[config.mk]
export PLATFORM = sky130hd
export DESIGN_NAME = priority_event_encoder
export DESIGN_NICKNAME = d
export VERILOG_FILES = /design/src/rtl/priority_event_encoder.sv
export SDC_FILE = /design/constraint.sdc
export NUM_CORES = 1
export LEC_CHECK = 0
export ABC_AREA = 0
export CAP_MARGIN = 5
export CELL_PAD_IN_SITES_DETAIL_PLACEMENT = 0
export CELL_PAD_IN_SITES_GLOBAL_PLACEMENT = 1
export CORE_MARGIN = 5
export CORE_UTILIZATION = 35
export CTS_BUF_LIST = sky130_fd_sc_hd__clkbuf_16
export DETAILED_ROUTE_END_ITERATION = 8
export GPL_TIMING_DRIVEN = 0
export PLACE_DENSITY_LB_ADDON = 0.1
export SYNTH_ARGS = -nofsm -noshare
export SYNTH_HDL_FRONTEND = slang
export SYNTH_SLANG_ARGS = --single-unit
[constraint.sdc]
create_clock -name clk -period 3.16 [get_ports clk]
set_input_delay 0.474 -clock clk [delete_from_list [all_inputs] [get_ports clk]]
set_output_delay 0.474 -clock clk [all_outputs]
set_load 0.01 [all_outputs]
[src/rtl/priority_event_encoder.sv]
// priority_event_encoder: captures rising edges into sticky pending bits and presents the highest unmasked one as a binary code
module priority_event_encoder #(
  parameter int N = 8,
  parameter int W = 3
) (
  input  logic         clk,
  input  logic         rst_n,
  input  logic         E,
  input  logic [N-1:0] req,
  input  logic [N-1:0] mask,
  input  logic         ack,
  output logic [W-1:0] code,
  output logic         valid,
  output logic [N-1:0] pending,
  output logic         overrun
);
  typedef enum logic {IDLE, PRESENT} state_t;
  state_t state, state_nxt;
  logic [N-1:0] req_q, rise, clr, cand;
  logic [W-1:0] sel;
  logic hit, load;
  assign rise = req & ~req_q & {N{E}};
  assign clr  = (valid & ack) ? ({{(N-1){1'b0}}, 1'b1} << code) : '0;
  assign cand = pending & ~mask;
  // ascending scan: the last set bit seen is the highest index
  always_comb begin
    sel = '0;
    hit = 1'b0;
    for (int i = 0; i < N; i++)
      if (cand[i]) begin
        sel = W'(i);
        hit = 1'b1;
      end
  end
  always_ff @(posedge clk or negedge rst_n)
    if (!rst_n) state <= IDLE;
    else state <= state_nxt;
  always_comb
    state_nxt = (state == IDLE) ? (hit ? PRESENT : IDLE) : (ack ? IDLE : PRESENT);
  always_comb begin
    valid = (state == PRESENT);
    load  = (state == IDLE) & hit;
  end
  always_ff @(posedge clk or negedge rst_n)
    if (!rst_n) begin
      req_q   <= '0;
      pending <= '0;
      overrun <= 1'b0;
      code    <= '0;
    end else begin
      req_q   <= req;
      pending <= (pending & ~clr) | rise;
      overrun <= |(rise & pending & ~clr);
      if (load) code <= sel;
    end
endmodule

==> out/qor.txt <==
Synth warnings: 0
Fill cells: 244
Avg WL per Cell: 15.31 um
DRC Markers: 0
Area Overhead vs Synth: 46.05%
Net Switching: 0.3855 mW
Least-Margin Pin Slew: 0.9396 ns
status: completed
Most used DFF post-synth: dfrtp_1
PD cells: 820.2 nW/um^2
via count: 812
Worst Path Required: 3.29 ns
cell family with most CP delay: compound AO/OA/AOI/OAI gates
TritonRoute pass-1 iters: 6
CTS resizes: 0
Int Pwr: 0.7536 mW
critical-path maximum fanout: 5
Finished Core Util: 51.70%
Min-Delay Path Class: reg -> reg
RSZ-0062 raised after global routing: no
Setup crit start kind: primary input
Vias per Instance: 5.172
Critical-path top delay cell: clkdlybuf4s50_1
GRT Total Usage: 13.09%
maximum vdd drop: 0.4487 mV
share of layout cells above drive strength 1: 6.349%
# nets final: 147
final slew viol count: 0
row count: 19
IO Count: 33
Comb pwr share: 38.1%
vias in the first global route: 902
Final Cycle Share: 64.91%
port buffer count: 32
post-route insts no fill: 157
DIE WIDTH: 62.13 um
synth top area cells: dfrtp_1, nor2b_1, o21ai_0
CP max stage delay: 0.54 ns
count of cell types in the netlist: 26
final WL: 2.403 mm
critical path type: in -> reg
DIE AREA: 3860 sq um
slew margin rel.: 37.16%
Mapped Nets: 110
worst skew pair latency: 0.25 ns
Critical Path AT: 2.18 ns
CP endpoint kind: flip-flop
initial antenna violation count: 0
post-synth top area share: 55.26%
Post-Syn Area per Cell: 10.57 sq um
Final min period: 2.051 ns
Reg power frac: 39.1%
setup TNS: 0 ns
Max Buffers Root-to-Sink: 2
Setup Skew: 0.001579 ns
largest net degree at the start of global routing: 22
clock network power share: 22.8%
Place WS: 0.8517 ns
clock-pin slew on the worst setup and hold paths: 0.05 ns
Fin. Hold Viols: 0
Post-CTS Setup Bufs: 0
final setup fails: 0
WHS: 0.4651 ns
crit path cell chain: clkdlybuf4s50_1 > nand3_1 > or3_4 > a2bb2oi_2 > o221ai_2 > o41a_1
Seq/Total Area, Yosys: 55.26%
Static Leakage: 0.5693 nW
ANT cells: 0
CTS H-tree depth: 1
FF+latch count, synth: 21
# hold bufs at CTS: 0
post-synthesis instance area: 950.9 sq um
Clock Sinks: 21
ys async rst share: 100.0%
remaining antenna violation count after routing: 0
GRT overflow: 0
Mapped Cells: 90
MaxCap Viol Count: 0
total core area: 2686 sq um
sw frac: 33.84%
post-detail-place hpwl: 1.896 mm
Placed Cells: 153
die height: 62.13 um
number of synthesized flops with an enable pin: 0
GPL Wtd Cong: 0.8053
initial core utilization: 35.40%
largest area contributor in the netlist: dfrtp_1
Iteration-0 DRC Markers: 20
post-route worst setup slack: 1.109 ns
WP buf/inv: 1
CTS tree: done
cts bufs inserted: 3
first-pass GRT wire length: 4.077 mm
fmax: 487.5 MHz
clk root buf: clkbuf_16
state kept, by name, summed over array words and instances, names as in the netlist:
signal and flops:
pending 8, req_q 8, code 3, overrun 1, valid 1
Yosys cell counts, types with 2 or more instances:
cell type,number
nor2_1,4
nand3_1,3
nand2b_1,6
nand3b_1,2
nor2b_1,8
a21oi_1,4
o31ai_1,2
dfrtp_1,21
inv_1,4
nand2_1,10
o21ai_0,8
o21bai_1,2
nor3b_1,3
power groups by stage:
stage	Sequential [mW]	Combinational, mW	Clock [mW]
2_1_floorplan	0.455	0.187	0
3_3_place_gp	0.444	0.432	0
3_5_place_dp	0.449	0.437	0
4_1_cts	0.446	0.441	0.268
5_1_grt	0.462	0.480	0.280
6_report	0.446	0.434	0.260
layout by cell type, fill, tap and decap left out, types with 2 or more instances in the layout:
cell             Yosys  layout
nand2_1             10      10
nor2_1               4       4
o31ai_1              2       2
clkdlybuf4s50_1      0      32
o21bai_1             2       2
nor2b_1              8       8
nand2b_1             6       6
a21oi_1              4       4
dfrtp_1             21      21
nand3b_1             2       2
nand3_1              3       3
inv_1                4       5
o21ai_0              8       8
clkbuf_16            0       3
nor3b_1              3       3
path summary, 6_finish.rpt:
check	from	end	slack, ns	cells after the start
min in group asynchronous	rst_n	code[1]	0.75	1
setup reg to reg	valid	overrun	1.38	5
hold reg to reg	req_q[3]	pending[3]	0.47	1
setup / recovery	ack	overrun	1.11	6
hold / removal	req_q[3]	pending[3]	0.47	1
max in group asynchronous	rst_n	pending[4]	1.83	1
layout make-up:
class	instances	area, sq um	share of cell area (%)
inverters	5	18.77	1.351
well taps	31	38.79	2.793
clock inverters	1	3.754	0.2703
flip-flops and latches	21	525.5	37.84
multi-input cells	64	406.6	29.28
repair buffers	32	320.3	23.06
clock buffers	3	75.07	5.405
per-stage QoR:
step                      total power [mW]  cell area, sq um
after floorplan                     0.6418             950.9
after global placement              0.8765              1310
after detailed placement            0.8855              1310
after CTS                            1.155              1389
after global routing                 1.221              1389
final                                1.139              1389
routing by layer:
| metal | up-vias | track usage (%) | wire length (um) |
|---|---|---|---|
| met2 | 22 | 22.15 | 1220 |
| met5 | - | 0 | 0 |
| li1 | 392 | - | - |
| met4 | 0 | 5.691 | 30 |
| met1 | 394 | 15.18 | 1027 |
| met3 | 4 | 3.784 | 125 |
cell families after synthesis:
group                  share of synthesized area, %
AO/OA/AOI/OAI                                 19.08
flip-flops                                    55.26
AND/OR/NAND/NOR                               23.68
buffers and inverters                         1.973
Note: power is estimated with default switching activity, not from simulation.
==> patch 1 (same flow settings) <==
The output `overrun` loses its register stage (`overrun` becomes a continuous assignment).
--- a/src/rtl/priority_event_encoder.sv
+++ b/src/rtl/priority_event_encoder.sv
@@ -45,13 +45,13 @@
     if (!rst_n) begin
       req_q   <= '0;
       pending <= '0;
-      overrun <= 1'b0;
       code    <= '0;
     end else begin
       req_q   <= req;
       pending <= (pending & ~clr) | rise;
-      overrun <= |(rise & pending & ~clr);
       if (load) code <= sel;
     end
+
+  assign overrun = |(rise & pending & ~clr);
 endmodule
 
Formal check against the unedited RTL: not equivalent (a bounded check fails within 4 cycles, from zero or initial values and one cycle with rst_n low).
==> patch 1 against the unedited design <==
Design area rose by 0.99%; global-route usage grew 0.83 points; clock power up 32%; critical path depth unchanged; sequential cell count down 1; power is 7.0% higher; synthesized area fell by 2.6%; routed wire length shrank 4.2%; setup slack lost 840 ps; via count grew 0.25%; critical path type is now reg -> out; largest power group is now combinational cells.
==> patch 1: results (changes against the unedited design) <==
metric,value,unit,change
syn-num-nets,109,,-0.91%
root_buffer,clkbuf_16,,
clk_pin_slew_worst_paths,60,ps,
reg2reg_from,pending[2],,
hp-class,reg -> reg,,
largestRegisters,"pending: 8 flops, req_q: 8 flops, code: 3 flops",,
drt_iter0_markers,31,,+55%
ys_warn_count,0,,unchanged
place.gp.congestion,0.834,,+3.5%
outcome,completed,,
ys.flop_type,dfrtp_1,,
hp-start,req_q[3],,
dpl.hpwl,1790,um,-5.6%
hold_depth,1,,unchanged
diodes,0,,unchanged
drive_gt1_frac,0.0720,,+0.00851
drt_wl_total,2300,um,-4.2%
r2r_cells,4,,-1
r2r-end,valid,,
drt_pass1_iterations,4,,-2
post_dp_cell_area,0.00128,mm^2,-2.0%
synth.distinct_cells,26,,unchanged
ys_seq_area_frac,0.541,,-0.0121
ys_async_sr_fraction,1.00,,unchanged
htreeDepth,1,,unchanged
slew_headroom,0.396,,+0.0242
leakage,0.585,nW,+2.8%
grt.total_usage,0.139,,+0.00830
synthDominantCellAreaShare,0.541,,-0.0121
grt_max_degree,21,,-4.5%
clk_path_buf_depth,2,,unchanged
grt_pass1_wl,3820,um,-6.3%
fin_nets,146,,-0.68%
io_buffers,32,,unchanged
rrSetupSlack,1390,ps,
worst_clock_skew,1.92,ps,+0.341 ps
synth_area_leaders,"dfrtp_1 (54%), nor2b_1 (5.4%), o21ai_0 (4.3%)",,
vdd_drop_max,0.000519,V,+16%
worst-path-max-fanout,7,,+2
worst_hold_path.endpoint,pending[3],,
vias,814,,+0.25%
numCtsBuffers,3,,unchanged
antenna_found_initial,0,,unchanged
grt_pass1_vias,884,,-2.0%
clkLatencyLatePin,250,ps,about the same
ys_top_cells_by_count,"dfrtp_1 (20), nand2_1 (10), nor2b_1 (8), o21ai_0 (8), nand2b_1 (6)",,
patch 1: cell types whose count changed after synthesis, sizes merged:
cell / before / now
dfrtp: 21 / 20
patch 1: area by class of cell:
cell class / count / area [um^2]
clock inverter: 1 / 30.0
sequential: 20 / 500
fill: 235 / 1100
clock buffer: 3 / 75.1
tap: 30 / 37.5
inverter: 5 / 18.8
timing repair buffer: 32 / 323
multi-input combinational: 64 / 418
patch 1: worst max-delay path: stages, from the launching register on:
cell	delay, ps
dfrtp_1	510
nand3_1	150
or3_4	370
a2bb2oi_2	140
o221ai_2	100
o41a_1	420
clkdlybuf4s50_1	480
patch 1: routing by layer:
layer | GRT usage | vias to the layer above | share of wire
li1 | - | 391 | -
met5 | 0 | - | 0
met3 | 0.0419 | 4 | 0.087
met4 | 0.0636 | 0 | 0.017
met2 | 0.224 | 31 | 0.46
met1 | 0.172 | 388 | 0.43
patch 1: kinds of logic (layout without fill, tap and decap cells):
kind of cell / after synthesis / count (layout) / share of synthesized area
buf+inv: 5 / 41 / 0.0203
flops: 20 / 20 / 0.541
compound gates: 24 / 24 / 0.196
simple gates: 40 / 40 / 0.243
patch 1: timing repair:
action	4_1_cts	5_1_grt
endpoints found under the hold margin	0	0
endpoints found under the setup margin	0	1
setup buffers	0	0
resized for setup	0	2
patch 1: through the flow:
step                      worst slack (ps)  power, mW  std cells  hold WS (ps)   util
after floorplan                       1100      0.626         89           178      -
after global placement                39.5      0.859        151           444  0.514
after detailed placement              44.9      0.864        151           446  0.514
after CTS                             24.7       1.22        155           453  0.556
after global routing                   147       1.30        155           487  0.561
final                                  265       1.22        155           455  0.561
patch 1: worst max path at each step:
stage	start	end	slack (ps)	depth (start not counted)
4_1_cts	ack	overrun	20	7
5_1_grt	code[2]	overrun	150	6
3_5_place_dp	ack	overrun	40	7
6_report	code[2]	overrun	270	6
3_3_place_gp	ack	overrun	40	7
2_1_floorplan	valid	overrun	1100	5
patch 1: report_power, final:
part	switching (mW)	internal (mW)	leakage [nW]
Clock	0.0909	0.251	0.0511
Sequential	0.102	0.330	0.217
Combinational	0.200	0.245	0.318
Total	0.393	0.826	0.585
==> patch 2 (same flow settings) <==
Made on the original files. `N`: 8 -> 10.
--- a/src/rtl/priority_event_encoder.sv
+++ b/src/rtl/priority_event_encoder.sv
@@ -1,6 +1,6 @@
 // priority_event_encoder: captures rising edges into sticky pending bits and presents the highest unmasked one as a binary code
 module priority_event_encoder #(
-  parameter int N = 8,
+  parameter int N = 10,
   parameter int W = 3
 ) (
   input  logic         clk,
Ports: changed (resized mask, pending and req); port bits go from 33 to 39. The function was not compared with the original's and may differ.
==> patch 2 against the unedited design <==
Register-to-register slack gained 250 ps; power shrank 14%; routed wire length grew 14%; synthesized cell count grew 12%; sequential cell count grew 4; setup slack gained 210 ps; utilization grew 2.2 points; design area grew 20%; synthesized area grew 20%; critical endpoint is now code[1]; largest power group unchanged.
==> patch 2: results (changes against the unedited design) <==
metric,value,unit,change
fillers,310,,+27%
ys_seq_area_frac,0.548,,-0.00499
diodes,0,,unchanged
cp_slowest_cell,clkdlybuf4s50_1,,
grt_pass1_wl,4400,um,+7.8%
ys_async_sr_fraction,1.00,,unchanged
ys_top_cells_by_count,"dfrtp_1 (25), nand2b_1 (11), inv_1 (10)",,
drt_wl_total,2750,um,+14%
slowest_delay,600,ps,+60 ps
hp-start,req_q[7],,
drt-wirelength-per-cell,14.6,um,-4.4%
dp.cells,183,,+20%
io_buffers,38,,+19%
grt_pass1_vias,924,,+2.4%
arrival,1370,ps,-810 ps
fin_nets,169,,+15%
vdd_drop_max,0.000349,V,-22%
post-cts-setup-buffer-count,0,,unchanged
grt_max_degree,26,,+18%
drt_pass1_iterations,4,,-2
root_buffer,clkbuf_16,,
met1_length,1190,um,+15%
clkLatencyLatePin,260,ps,
switching_share,0.291,,-0.0479
hp-class,reg -> reg,,
clk_path_buf_depth,2,,unchanged
worst-path-max-fanout,7,,+2
place.gp.congestion,0.795,,-1.2%
drt_iter0_markers,40,,+100%
vias,936,,+15%
worst_clock_skew,2.45,ps,+0.874 ps
dpl.hpwl,2090,um,+10%
leakage,0.687,nW,+21%
slew_violations,0,,unchanged
highest_layer,met4,,
slew_headroom,0.704,,+0.333
grt.total_usage,0.135,,+0.00363
antenna_found_initial,0,,unchanged
clk_pin_slew_worst_paths,60,ps,
post_cts_resized,0,,unchanged
post_dp_cell_area,0.00158,mm^2,+20%
hold_depth,1,,unchanged
synth.distinct_cells,37,,+42%
met2_length,1310,um,+7.2%
largestRegisters,"pending: 10 flops, req_q: 10 flops, code: 3 flops",,
synth_area_leaders,"dfrtp_1 (55%), nand2b_1 (6.0%), inv_1 (3.3%)",,
syn-num-nets,125,,+14%
ys_warn_count,0,,unchanged
cp-startpoint,code[1],,
synthCells,101,,+12%
drive_gt1_frac,0.104,,+0.0407
route.met3.wl,211,um,+69%
r2r_cells,5,,unchanged
outcome,completed,,
numCtsBuffers,3,,unchanged
cp_top_family,buffers and inverters,,
[patch 2: cell types whose count changed after synthesis, sizes merged, moves of 2 or more]
cell,change
a21oi,-4
dfrtp,+4
inv,+5
mux2,+2
nand2,-2
nand2b,+7
nand3,-2
nand3b,+2
nor2,-2
nor2b,-7
nor3b,-3
o21ai,+2
o21bai,-2
o31ai,+3
[patch 2: area by class of cell]
type / instances / share of cell area
tap: 44 / 0.0329
sequential: 25 / 0.374
timing repair buffer: 39 / 0.237
clock inverter: 1 / 0.00225
multi-input combinational: 66 / 0.287
clock buffer: 3 / 0.0449
inverter: 10 / 0.0225
[patch 2: path summary, 6_finish.rpt]
path / end / slack, ps
max reg2reg: overrun / 1630
min in group asynchronous: req_q[9] / 520
min reg2reg: pending[7] / 450
max in group asynchronous: pending[0] / 2170
max: code[1] / 1320
min: pending[7] / 450
[patch 2: metal layers]
layer	track usage	vias up
met2	0.211	24
li1	-	450
met5	0	-
met3	0.0449	5
met4	0.0532	0
met1	0.171	457
[patch 2: cell families after synthesis]
family | after synthesis | synth area share
AO/OA/AOI/OAI | 26 | 0.173
buffers and inverters | 10 | 0.0329
flip-flops | 25 | 0.548
multiplexers | 3 | 0.0285
AND/OR/NAND/NOR | 37 | 0.218
[patch 2: stage by stage]
step	total power, mW	setup slack, ps	util
6_report	0.982	1320	0.539
4_1_cts	0.995	1310	0.534
3_5_place_dp	0.711	1140	0.508
2_1_floorplan	0.550	1700	-
5_1_grt	1.05	1260	0.539
3_3_place_gp	0.708	1140	0.508
[patch 2: power by group through the flow]
stage          Sequential [mW]  Clock (mW)  Combinational (mW)
2_1_floorplan            0.433           0               0.118
3_3_place_gp             0.425           0               0.283
3_5_place_dp             0.426           0               0.285
4_1_cts                  0.421       0.286               0.287
5_1_grt                  0.431       0.305               0.311
6_report                 0.420       0.277               0.284
